$ cat config.mk
export PLATFORM = sky130hd
export DESIGN_NAME = ir_tx_encoder
export DESIGN_NICKNAME = d
export VERILOG_FILES = /design/src/rtl/ir_tx_encoder.sv
export SDC_FILE = /design/constraint.sdc
export NUM_CORES = 1
export LEC_CHECK = 0
export ABC_AREA = 1
export BUFFER_PORTS_ARGS = -buffer_cell sky130_fd_sc_hd__buf_2
export CORE_ASPECT_RATIO = 1.75
export CORE_MARGIN = 8
export CORE_UTILIZATION = 32
export CTS_BUF_LIST = sky130_fd_sc_hd__clkbuf_2 sky130_fd_sc_hd__clkbuf_4 sky130_fd_sc_hd__clkbuf_8
export DETAILED_ROUTE_END_ITERATION = 10
export SLEW_MARGIN = 20
export SYNTH_ARGS = -nofsm -noshare
export SYNTH_HDL_FRONTEND = slang
export SYNTH_SLANG_ARGS = --single-unit
export TNS_END_PERCENT = 20
$ cat constraint.sdc
create_clock -name clk -period 1.6 [get_ports clk]
set_input_delay 0.08 -clock clk [delete_from_list [all_inputs] [get_ports clk]]
set_output_delay 0.08 -clock clk [all_outputs]
set_load 0.005 [all_outputs]
$ cat src/rtl/ir_tx_encoder.sv
// IR remote transmitter: sends a 3-bit button code as a low start pulse followed by three timed bit slots, then a high guard gap.
// Latency: irda_tx falls one clk after an accepted send; slot boundaries follow T_x ticks of DIV clk each.
// Backpressure: busy=1 for the whole frame and guard; send while busy is dropped; malformed key pulses err.
//
// Ports:
//   clk      system clock, rising edge
//   rst      synchronous active-high reset
//   send     frame request, sampled every clk
//   key[4:0] one-hot button {power, blue, yellow, green, red}
//   irda_tx  registered IR line, idle high
//   busy     frame or guard in progress
//   done     one-cycle pulse when the guard gap ends
//   err      one-cycle pulse when a request carries a zero or multi-hot key
module ir_tx_encoder #(
    parameter int DIV   = 1,
    parameter int T_B2  = 180,
    parameter int T_B1  = 220,
    parameter int T_B0  = 248,
    parameter int T_END = 270,
    parameter int GUARD = 64
) (
    input  logic       clk,
    input  logic       rst,
    input  logic       send,
    input  logic [4:0] key,
    output logic       irda_tx,
    output logic       busy,
    output logic       done,
    output logic       err
);

    localparam int T_LAST = T_END + GUARD;
    localparam int TW     = $clog2(T_LAST + 1);
    localparam int PW     = $clog2(DIV + 1);

    localparam logic [TW-1:0] B2_T   = TW'(T_B2);
    localparam logic [TW-1:0] B1_T   = TW'(T_B1);
    localparam logic [TW-1:0] B0_T   = TW'(T_B0);
    localparam logic [TW-1:0] END_T  = TW'(T_END);
    localparam logic [TW-1:0] LAST_T = TW'(T_LAST);
    localparam logic [PW-1:0] DIV_M1 = PW'(DIV - 1);

    typedef enum logic [2:0] {
        S_IDLE  = 3'd0,
        S_START = 3'd1,
        S_BIT2  = 3'd2,
        S_BIT1  = 3'd3,
        S_BIT0  = 3'd4,
        S_GUARD = 3'd5
    } state_t;

    state_t        state, state_nx;
    logic [TW-1:0] t, t_nx;
    logic [PW-1:0] pre, pre_nx;
    logic [2:0]    code, code_nx;
    logic          irda_tx_nx, done_nx, err_nx;
    logic [2:0]    key_code;
    logic          key_ok;

    // Button to code map; anything not exactly one-hot is rejected.
    always_comb begin
        key_code = 3'b000;
        key_ok   = 1'b1;
        case (key)
            5'b00001: key_code = 3'b011; // red
            5'b00010: key_code = 3'b010; // green
            5'b00100: key_code = 3'b110; // yellow
            5'b01000: key_code = 3'b100; // blue
            5'b10000: key_code = 3'b001; // power
            default:  key_ok   = 1'b0;
        endcase
    end

    always_ff @(posedge clk) begin
        if (rst) begin
            state   <= S_IDLE;
            t       <= '0;
            pre     <= '0;
            code    <= 3'b000;
            irda_tx <= 1'b1;
            done    <= 1'b0;
            err     <= 1'b0;
        end else begin
            state   <= state_nx;
            t       <= t_nx;
            pre     <= pre_nx;
            code    <= code_nx;
            irda_tx <= irda_tx_nx;
            done    <= done_nx;
            err     <= err_nx;
        end
    end

    always_comb begin
        state_nx   = state;
        t_nx       = t;
        pre_nx     = pre;
        code_nx    = code;
        done_nx    = 1'b0;
        err_nx     = 1'b0;
        irda_tx_nx = 1'b1;

        case (state)
            S_IDLE: begin
                if (send) begin
                    if (key_ok) begin
                        state_nx = S_START;
                        t_nx     = '0;
                        pre_nx   = '0;
                        code_nx  = key_code;
                    end else begin
                        err_nx = 1'b1;
                    end
                end
            end
            S_START, S_BIT2, S_BIT1, S_BIT0, S_GUARD: begin
                if (pre == DIV_M1) begin
                    pre_nx = '0;
                    t_nx   = t + TW'(1);
                end else begin
                    pre_nx = pre + PW'(1);
                end
                // The slot is a pure function of the upcoming tick count, so the
                // registered line changes on exactly the boundary cycle.
                if (t_nx < B2_T)
                    state_nx = S_START;
                else if (t_nx < B1_T)
                    state_nx = S_BIT2;
                else if (t_nx < B0_T)
                    state_nx = S_BIT1;
                else if (t_nx < END_T)
                    state_nx = S_BIT0;
                else if (t_nx < LAST_T)
                    state_nx = S_GUARD;
                else begin
                    state_nx = S_IDLE;
                    done_nx  = 1'b1;
                    t_nx     = '0;
                    pre_nx   = '0;
                end
            end
            default: begin
                state_nx = S_IDLE;
                t_nx     = '0;
                pre_nx   = '0;
            end
        endcase

        case (state_nx)
            S_START: irda_tx_nx = 1'b0;
            S_BIT2:  irda_tx_nx = code_nx[2];
            S_BIT1:  irda_tx_nx = code_nx[1];
            S_BIT0:  irda_tx_nx = code_nx[0];
            default: irda_tx_nx = 1'b1;
        endcase
    end

    assign busy = (state != S_IDLE);

endmodule

==> impl_table.tex <==
\begin{tabular}{lr}
\hline
Metric & Value \\
\hline
\multicolumn{2}{l}{\textbf{Yosys}} \\
\quad Avg Synthesized Cell Area & 6.05 µm² \\
\quad Xor/xnor share of the synthesized area & 0 \\
\quad Number of flops mapped to enable cells by yosys & 0 \\
\quad Largest family of logic cells by synthesized area & simple AND/OR/NAND/NOR gates \\
\quad Cell types with the largest area share after synthesis & dfxtp\_1, nand2\_1, nand3\_1, inv\_1, nor2\_1 \\
\quad Leading register cell type out of synthesis & dfxtp\_1 \\
\quad Most used standard cell by instance count after synthesis & nand2\_1 \\
\quad Top cell type by total area after synthesis & dfxtp\_1 \\
\quad Post-synthesis share of cell area spent on full adders, half adders and majority gates & 0.00999 \\
\quad Syn nets & 216 \\
\quad Simple-gate share of the synthesized area & 0.508 \\
\quad Part of the Yosys area used for sequential elements & 0.288 \\
\quad Synthesized-area fraction occupied by ao, oa, aoi and oai cells & 0.0989 \\
\quad Top cell type's share of synthesized area & 0.288 \\
\quad Count of state elements after synthesis & 18 \\
\quad Cells after synthesis & 207 \\
\quad Netlist area before placement & 1250 µm² \\
\quad Yosys warning total & 0 \\
\quad Synth async-reset ratio & 0 \\
\quad Number of library cell types mapped by synthesis & 26 \\
\quad Synth top cells by count & nand2\_1, inv\_1, nand3\_1 \\
\quad Mux share of post-synthesis cell area & 0 \\
\multicolumn{2}{l}{\textbf{Routing}} \\
\quad ANT nets after route & 0 \\
\quad Max Used Layer & met4 \\
\quad WL/cell & 11.8 µm \\
\quad Met1 Routed Length & 1.25 mm \\
\quad Detailed-router iteration count before antenna repair & 4 \\
\quad Number of remaining DRC errors & 0 \\
\quad Number of DRC violations after detailed-routing iteration 0 & 48 \\
\quad Vias after detailed routing & 1445 \\
\quad Met3 wirelength from detailed routing & 37 µm \\
\quad Wire length on met2 & 2.19 mm \\
\quad Post-detailed-route via-to-cell ratio & 4.77 \\
\quad Drt total wl & 3.59 mm \\
\multicolumn{2}{l}{\textbf{Worst setup path}} \\
\quad Worst endpoint required time & 1.76 ns \\
\quad Startpoint kind of the worst setup timing path & register \\
\quad CP Data Arrival Time & 1.90 ns \\
\quad Largest driver fanout on the critical path & 5 \\
\quad Max stage delay on crit path & 0.37 ns \\
\quad Nature of the critical path endpoint & register \\
\quad CP Cell Sequence & ha\_4 -> nand2\_4 -> inv\_1 -> nor2\_2 -> nand2\_1 -> nor2\_1 -> nand3\_1 -> nor2\_1 -> nor2\_1 -> nor2\_4 -> nand2\_2 -> nand2\_1 -> nand2\_1 -> nand2\_1 -> nand2\_1 \\
\quad Classification of the worst setup path & register to register \\
\quad Cell with the most instances on the worst path & nand2\_1 \\
\quad Slowest library cell on the worst path & dfxtp\_4 \\
\multicolumn{2}{l}{\textbf{Power}} \\
\quad Leakage dissipation & 0.000869 µW \\
\quad Fraction of power spent switching nets & 0.254 \\
\quad Comb power frac & 0.131 \\
\quad Overall power after layout & 974 µW \\
\quad Internal Dissipation & 727 µW \\
\quad Share of power burned in the clock network & 0.397 \\
\quad Total net switching power & 248 µW \\
\quad Power per cell area & 532 nW/µm² \\
\quad Max rail drop VDD & 0.496 mV \\
\quad Part of the power in registers & 0.471 \\
\multicolumn{2}{l}{\textbf{Die}} \\
\quad Die H & 98.8 µm \\
\quad Standard-cell rows & 30 \\
\quad Die span in x & 63.3 µm \\
\quad Number of top-level pins & 12 \\
\quad Core ar. & 3830 µm² \\
\quad Initial core utilization & 0.327 \\
\quad Die Footprint & 6250 µm² \\
\multicolumn{2}{l}{\textbf{STA}} \\
\quad Worst slew margin relative to its limit & 0.785 \\
\quad Final number of setup-violating endpoints & 13 \\
\quad RSZ-0062 raised after global routing & true \\
\quad Min Clock Period, post-route & 1.74 ns \\
\quad Total count of max-transition violations in the final report & 0 \\
\quad Fin. Hold Viols & 0 \\
\quad Highest Clock Rate & 575 MHz \\
\quad Fin Setup TNS & -1.13 ns \\
\quad Worst slew pin tran & 0.321 ns \\
\quad Fraction of the cycle the final worst path needs & 1.09 \\
\quad Fin worst setup slack & -0.138 ns \\
\quad Max Clock Skew & 0.00449 ns \\
\multicolumn{2}{l}{\textbf{Clock network}} \\
\quad Number of H-tree levels & 1 \\
\quad Clock Root Buffer & clkbuf\_8 \\
\quad Clock transition at path regs & 0.07 ns \\
\quad Clk\_lat worst skew & 0.26 ns \\
\quad Maximum count of clock buffers along a single path & 2 \\
\quad Sink count of the clock tree & 18 \\
\quad CTS tree & done \\
\quad Inserted Clock Buffers & 3 \\
\multicolumn{2}{l}{\textbf{Placed design}} \\
\quad Post-Place Worst Slack & -0.226 ns \\
\quad Placement Cell Area & 1590 µm² \\
\quad Detailed placement HPWL & 2.80 mm \\
\quad Final weighted congestion of routability-driven global placement & 0.958 \\
\quad Total placed cells including tap cells & 291 \\
\quad Port Buffers & 11 \\
\multicolumn{2}{l}{\textbf{Layout}} \\
\quad Total Nets Final & 265 \\
\quad Area growth, synth to finish & 46.4\% \\
\quad Antenna diode count & 0 \\
\quad Ratio of cells with drive above 1 in the final layout & 0.392 \\
\quad Non-filler cells, final & 303 \\
\quad Fill count & 424 \\
\quad Final standard cell area without fillers & 1830 µm² \\
\multicolumn{2}{l}{\textbf{Global routing}} \\
\quad Overall track demand over capacity in global routing & 0.118 \\
\quad Global-route wire length before repair & 6.07 mm \\
\quad Via count of the first global-routing pass & 1495 \\
\quad Initial antenna violation count & 0 \\
\quad Overflow after GRT & 0 \\
\quad Largest net degree at the start of global routing & 17 \\
\multicolumn{2}{l}{\textbf{Outcome}} \\
\quad Failing checks & negative setup slack \\
\quad Outcome & finished, violations left \\
\multicolumn{2}{l}{\textbf{Hold path}} \\
\quad Hold Path Class & input port to register \\
\multicolumn{2}{l}{\textbf{Flow run}} \\
\quad Max-cap check violation count & 0 \\
\hline
\end{tabular}
[worst max-delay path, delay by kind of cell, from the launching register on]
family / cells / cell delay [ns]
and+or+nand+nor: 13 / 1.00
adders and majority gates: 1 / 0.17
DFF: 1 / 0.37
buffers and inverters: 1 / 0.08
[power by group through the flow]
stage	Clock (µW)	Combinational [µW]	Sequential, µW
floorplan	0	62.7	471
global placement	0	115	472
detailed placement	0	116	472
CTS	399	129	460
global route	418	143	460
finish	387	128	459
[sequential cells by signal, indices dropped and copies added (netlist names)]
signal and cells:
state 3, t 9, done 1, irda_tx 1, err 1, code 3
[per-stage QoR]
step / hold WS (ns) / utilization
after global placement: 0.354 / 0.415
after detailed placement: 0.361 / 0.415
after global routing: 0.111 / 0.479
after floorplan: 0.222 / -
final: 0.0898 / 0.479
after CTS: 0.0798 / 0.464
[worst paths after layout]
kind	slack, ns	depth (start not counted)	to	startpoint
max	-0.14	15	irda_tx	t[1]
min	0.09	3	err	send
max reg2reg	-0.14	15	irda_tx	t[1]
min reg2reg	0.50	2	t[5]	t[5]
[cells in the final DEF, fill, tap and decap left out, drive strengths merged]
| cell type | instances |
|---|---|
| clkinv | 1 |
| clkbuf | 4 |
| nand3b | 2 |
| a22oi | 1 |
| nor4 | 1 |
| a21oi | 12 |
| nor3 | 2 |
| nor2 | 23 |
| ha | 1 |
| nand4 | 7 |
| a21boi | 1 |
| dfxtp | 18 |
| inv | 26 |
| o21ai | 6 |
| buf | 48 |
| nand3 | 21 |
| nand2 | 80 |
| o21bai | 1 |
[logic make-up (layout without fill, tap and decap cells)]
| family | count (synthesis) | count (layout) |
|---|---|---|
| and+or+nand+nor | 136 | 136 |
| AOI/OAI and AO/OA | 21 | 21 |
| DFF | 18 | 18 |
| adders and majority gates | 1 | 1 |
| buffers and inverters | 31 | 79 |
[area by class of cell]
cell class / instances / area, µm² / area share
repair buffers: 48 / 358 / 0.195
inverters: 27 / 110 / 0.0601
multi-input cells: 158 / 878 / 0.479
well taps: 48 / 60.1 / 0.0328
clock buffers: 4 / 55.1 / 0.0300
flip-flops and latches: 18 / 372 / 0.203
[repair_timing]
action | CTS | global route
buffers inserted | 5 | 3
pin swaps | 17 | 4
hold buffers | 0 | 0
setup endpoints to repair | 13 | 13
hold endpoints to repair | 0 | 0
gates resized for setup | 23 | 10
[per-layer routing]
metal / up-vias / global-route usage
met5: - / 0
met4: 0 / 0.0656
met3: 9 / 0.00682
met2: 18 / 0.253
met1: 664 / 0.0999
li1: 754 / -
(Power assumes the default switching activity.)
